### src/rtl/bsg_profiler_counter_bank.sv
`default_nettype none
// ============================================================================
// Module : bsg_profiler_counter_bank
// Brief  : Saturating per-client event counters with snapshot and streamed
//          (index, count) dump over a valid/yumi handshake.
// Rev    : 1.0  initial release
// ============================================================================
module bsg_profiler_counter_bank #(
  parameter int                 els_p         = 32,
  parameter int                 width_p       = 32,
  parameter logic [els_p-1:0]   enable_mask_p = {els_p{1'b1}},
  localparam int                lg_els_lp     = (els_p > 1) ? $clog2(els_p) : 1
) (
  input  logic                  clk_i,
  input  logic                  reset_i,
  input  logic [els_p-1:0]      countme_i,
  input  logic                  clear_i,
  input  logic                  dump_i,
  output logic                  dump_busy_o,
  output logic                  dump_v_o,
  output logic [lg_els_lp-1:0]  dump_idx_o,
  output logic [width_p-1:0]    dump_count_o,
  input  logic                  dump_yumi_i,
  output logic                  dump_done_o
);

  localparam logic [1:0] c_state_idle   = 2'd0;
  localparam logic [1:0] c_state_stream = 2'd1;
  localparam logic [1:0] c_state_done   = 2'd2;

  localparam logic [lg_els_lp-1:0] c_last_idx = lg_els_lp'(els_p - 1);
  localparam logic [width_p-1:0]   c_cnt_max  = {width_p{1'b1}};

  logic [1:0]            r_state;
  logic [lg_els_lp-1:0]  r_idx;
  logic [width_p-1:0]    r_cnt  [els_p];
  logic [width_p-1:0]    r_snap [els_p];
  logic                  w_accept;

  assign w_accept = (r_state == c_state_idle) && dump_i;

  // Clear outranks a same-cycle increment; masked-off counters are pinned at 0.
  always_ff @(posedge clk_i) begin
    for (int i = 0; i < els_p; i++) begin
      if (reset_i || clear_i || !enable_mask_p[i]) begin
        r_cnt[i] <= '0;
      end else if (countme_i[i] && (r_cnt[i] != c_cnt_max)) begin
        r_cnt[i] <= r_cnt[i] + width_p'(1);
      end
    end
  end

  // Snapshot takes the pre-edge count, so the accepting cycle's events are excluded.
  always_ff @(posedge clk_i) begin
    for (int i = 0; i < els_p; i++) begin
      if (reset_i) begin
        r_snap[i] <= '0;
      end else if (w_accept) begin
        r_snap[i] <= r_cnt[i];
      end
    end
  end

  always_ff @(posedge clk_i) begin
    if (reset_i) begin
      r_state <= c_state_idle;
      r_idx   <= '0;
    end else begin
      case (r_state)
        c_state_idle: begin
          if (dump_i) begin
            r_state <= c_state_stream;
            r_idx   <= '0;
          end
        end
        c_state_stream: begin
          if (dump_yumi_i) begin
            if (r_idx == c_last_idx) begin
              r_state <= c_state_done;
              r_idx   <= '0;
            end else begin
              r_idx <= r_idx + lg_els_lp'(1);
            end
          end
        end
        c_state_done: begin
          r_state <= c_state_idle;
        end
        default: begin
          r_state <= c_state_idle;
        end
      endcase
    end
  end

  assign dump_busy_o  = (r_state != c_state_idle);
  assign dump_v_o     = (r_state == c_state_stream);
  assign dump_done_o  = (r_state == c_state_done);
  assign dump_idx_o   = r_idx;
  assign dump_count_o = r_snap[r_idx];

endmodule
`default_nettype wire

### config.mk
export PLATFORM = sky130hd
export DESIGN_NAME = bsg_profiler_counter_bank
export DESIGN_NICKNAME = d
export VERILOG_FILES = /design/src/rtl/bsg_profiler_counter_bank.sv
export SDC_FILE = /design/constraint.sdc
export NUM_CORES = 2
export LEC_CHECK = 0
export ABC_AREA = 1
export BUFFER_PORTS_ARGS = -buffer_cell sky130_fd_sc_hd__buf_2
export CAP_MARGIN = 30
export CORE_ASPECT_RATIO = 1.1
export CORE_MARGIN = 2
export CORE_UTILIZATION = 64
export CTS_CLUSTER_DIAMETER = 200
export DETAILED_ROUTE_END_ITERATION = 10
export PLACE_DENSITY_LB_ADDON = 0.08
export SLEW_MARGIN = 25
export SYNTH_ARGS = -nofsm -noshare
export SYNTH_HDL_FRONTEND = slang
export SYNTH_SLANG_ARGS = --single-unit
export TNS_END_PERCENT = 1
### constraint.sdc
create_clock -name clk_i -period 42.7 [get_ports clk_i]
set_input_delay 10.675 -clock clk_i [delete_from_list [all_inputs] [get_ports clk_i]]
set_output_delay 10.675 -clock clk_i [all_outputs]
set_load 0.02 [all_outputs]
* After elaboration in Yosys (flattened, before gate mapping)
Memory sizes are Yosys's and may differ from the RTL's. A register that Yosys moved wholly into a read port is not among the register bits.
Cells that the tools add are included.
** Storage, ports and cells
- Output and inout bits :: 40
- Bits in registers :: 7
- Memories :: 2
- Logic and storage cells :: 355
- Input bits :: 37
- Bits in writable memories :: 2048
** Memories
- r_cnt :: depth 32, bits a word 32, read ports 32, clocked after Yosys merged registers in 0, write ports 32, line 36 : logic [width_p-1:0] r_cnt [els_p];
- r_snap :: depth 32, bits a word 32, read ports 1, clocked after Yosys merged registers in 1, write ports 32, line 37 : logic [width_p-1:0] r_snap [els_p];
** Cells by class
- Add/subtract/negate cells :: 33
- Eq/ne operators :: 38
- Mux-type cells :: 177
- Bitwise gates (word level) :: 64
- Reduce and logical (&&, ||, !) cells :: 39
** Operators by type and width (count)
- $mux W32 :: 64
- $add A32 B1 Y32 const B :: 32
- $ne A32 B32 Y1 const B :: 32
- $mux W1 :: 103
- $or A1 B1 Y1 :: 64
- $logic_and A1 B1 Y1 :: 33
- $mux W5 :: 5
- $pmux W5 S2 :: 1
- $mux W2 :: 3
- $reduce_and A3 Y1 :: 2
- $add A5 B1 Y5 const B :: 1
- $eq A5 B5 Y1 const B :: 1
- $ne A2 B1 Y1 const B :: 2
- $pmux W2 S2 :: 1
- $reduce_bool A2 Y1 :: 2
- $eq A2 B1 Y1 const B :: 1
- $eq A2 B2 Y1 const B :: 1
- $logic_not A2 Y1 :: 1
- $ne A2 B2 Y1 const B :: 1
- $logic_or A1 B1 Y1 :: 1

* Logic depth before layout (Yosys ltp)
- Word-level depth :: 6
- Gate-level depth with buffers :: 12

* Least setup slack after synthesis
No wires, ideal clock.
- Path type :: input to register
- Start point :: in dump_i
- End point :: mem r_snap[0][0], enable pin
- Setup slack :: 8348 ps
- Buffers on the path :: 0
- Cell stages on the path :: 4
- Data required time :: 35679 ps
- Setup time :: 7021 ps
- Data arrival time :: 27331 ps
- Path through :: inv_1 -> nor2_2 -> inv_1 -> nand2_1
** RTL lines
- start, declared :: line 18 : input logic dump_i,
- end, declared :: line 37

==> results_dict.tcl <==
set metrics [dict create \
    outcome "finished, final reports clean" \
    synthArstFlopShare_pct 0 \
    ir_drop_mv 0.04649 \
    synth.distinct_cells 30 \
    floorplan.initialDensity_pct 64.19 \
    syn_avg_cell_area_um2 8.186 \
    synth_fp_nets 13750 \
    worstRegToRegCells 9 \
    crit_top_cell "nand2_1" \
    num_vias 92540 \
    relSlewSlack_pct 15.35 \
    fmax_mhz 62.90 \
    cts_buffers 209 \
    cts_setup_buffers 0 \
    grt_pass1_wl_um 495200 \
    fin_crit_ns 15.90 \
    maxSlewViolCount 0 \
    hold_buffers 0 \
    total_power_w 0.004685 \
    crit_family "buffers and inverters" \
    crit_fanout 183 \
    powerDensity_nw_per_um2 39.07 \
    vias_per_cell 5.762 \
    hold_class "flop to flop" \
    cp_slowest_stage_delay_ns 0.82 \
    cap_violations 0 \
    ys_ff_latch 2060 \
    numPortBuffers 76 \
    area_delta_synth_final_pct 7.092 \
    layout-drive-gt1-share_pct 4.413 \
    cts_resized 0 \
    worst_hold_slack_ns 0.4923 \
    fin_setup_tns_ns 0 \
    hpwl_um 235000 \
    synth_cells 13680 \
    setup_ws_ns 26.80 \
    post-place-ws_ns 26.98 \
    cp.required_ns 32.03 \
    globalplace.congestion 0.9911 \
    track_usage_pct 35.92 \
    crit_path_end_kind "output port" \
    worstMarginPinSlew_ns 1.270 \
    ant_nets 0 \
    clkSinkCount 2060 \
    clock_tree.root_cell "clkbuf_16" \
    startpoint_type "flop" \
    synthFlopType "edfxtp_1" \
    cp_num_buf_inv 4 \
    setup_violations 0 \
    grt_remaining_overflow 0 \
    drt_pass1_iterations 10 \
    netlist_area_um2 112000 \
    core-area_um2 174500 \
    cp.depth 12 \
    period_share_pct 37.23 \
    rrSetupSlack_ns 37.15 \
    grt_pass1_vias 85940 \
    clock_latency_ns 0.87 \
    antenna_found_initial 14 \
    crit_slowest_cell "buf_4" \
    wl_per_cell_um 20.23 \
    fin_nets 13680 \
    drt_iter0_markers 11900 \
    power.leakage_nw 41.10 \
    synth-edff-count 2048 \
    cp.arrival_ns 5.22 \
    io_pins 77 \
    die_h_um 442.7 \
    rows 161 \
    yosysSeqAreaShare_pct 55.13 \
    synth_warnings 0 \
    wirelength_um 324900 \
    cts_tree "yes" \
    htreeDepth 4 \
    hold_path_depth 2 \
    worstSetupPathType "flop to output port" \
    cp_cell_sequence "inv_16, buf_4, buf_4, nand2_1, nand3_1, nand3_1, nand2_1, nand2_1, nand2_1, nand2_1, nand2_1, buf_2" \
    clk_pin_slew_ns 0.06 \
    drc 0 \
    skew_ns 0.02944 \
    die_area_um2 178300 \
    finalHoldViolations 0 \
    rsz0062_at_grt "no" \
    clockBufferDepth 3 \
    grt_max_degree 215 \
    fp.dieW_um 402.8 \
]
## final timing paths
check / startpoint / end
min reg2reg: r_state[0] / r_state[1]
min: r_state[0] / r_state[1]
max reg2reg: r_state[0] / r_snap[24][18]
max: flop / dump_count_o[22]
## sequential cells by signal, summed over array words and instances (netlist names), named ones only
name	cells
r_cnt	1024
r_snap	1024
r_state	2
dump_idx_o	5
## cell type report
cell class | count | area [um^2]
diodes | 2 | 5.005
clock buffers | 252 | 5455
clock inverters | 129 | 1265
fillers | 14310 | 54530
inverters | 1322 | 4989
multi-input cells | 9865 | 42460
flip-flops and latches | 2060 | 61750
well taps | 2282 | 2855
repair buffers | 149 | 1141
## metrics by stage
step	cells	utilization [%]	instance area [um^2]
3_3_place_gp	15670	64.82	113100
3_5_place_dp	15680	64.84	113100
6_report	16060	68.74	119900
2_1_floorplan	13680	-	112000
4_1_cts	16060	68.69	119800
5_1_grt	16060	68.74	119900
## metal layers
layer | track usage [%] | vias to the layer above | routed length, um
met5 | 0 | - | 60
met4 | 12.52 | 10 | 12650
met3 | 6.585 | 610 | 33190
met2 | 55.71 | 4506 | 147000
met1 | 51.11 | 43720 | 132000
li1 | - | 43690 | -
## Yosys cell counts, drive strengths merged, types with 22 or more instances
cell type     n  area share (%)
nor3         27            0.12
o21ai        85            0.38
nand3b       50            0.34
a21oi       506             2.3
nand2      4463              15
nand3      1234             5.8
or2          22            0.12
clkbuf       36            0.12
edfxtp     2048              55
inv        1322             4.4
buf         397             2.4
xor2        369             2.9
ha           34            0.38
nor2       3044              10
## worst min-delay path, cell delays in order (launching register included)
cell     delay [ns]
dfxtp_1        0.32
nand4_1        0.09
nor2_1         0.04
## power breakdown
part	internal, W	switching (W)	leakage, nW	total [W]
combinational	0.0000923	0.000315	14.7	0.000407
clock	0.00105	0.000800	3.29	0.00185
sequential	0.00234	0.0000868	23.1	0.00243
## placed cells by master, fill, tap and decap left out, types with 43 or more instances in the layout
cell       count
buf_4         58
clkbuf_16    212
buf_2         76
clkinv_2      43
edfxtp_1    2048
a21oi_1      506
o21ai_0       85
xor2_1       369
inv_1       1316
nand3_1     1196
nand2_1     4459
nor2_2        75
nor2_1      2960
nand3b_1      48
## kinds of logic (layout without fill, tap and decap cells)
logic type	Yosys count	after routing	share of synthesized area (%)
other	0	2	0
adders and majority gates	34	34	0.3799
AOI/OAI and AO/OA	591	591	2.641
xor gates and xnor gates	369	369	2.886
DFF	2060	2060	55.13
and+or+nand+nor	8871	8871	31.99
buffers and inverters	1755	1852	6.968
(Power assumes the default switching activity.)
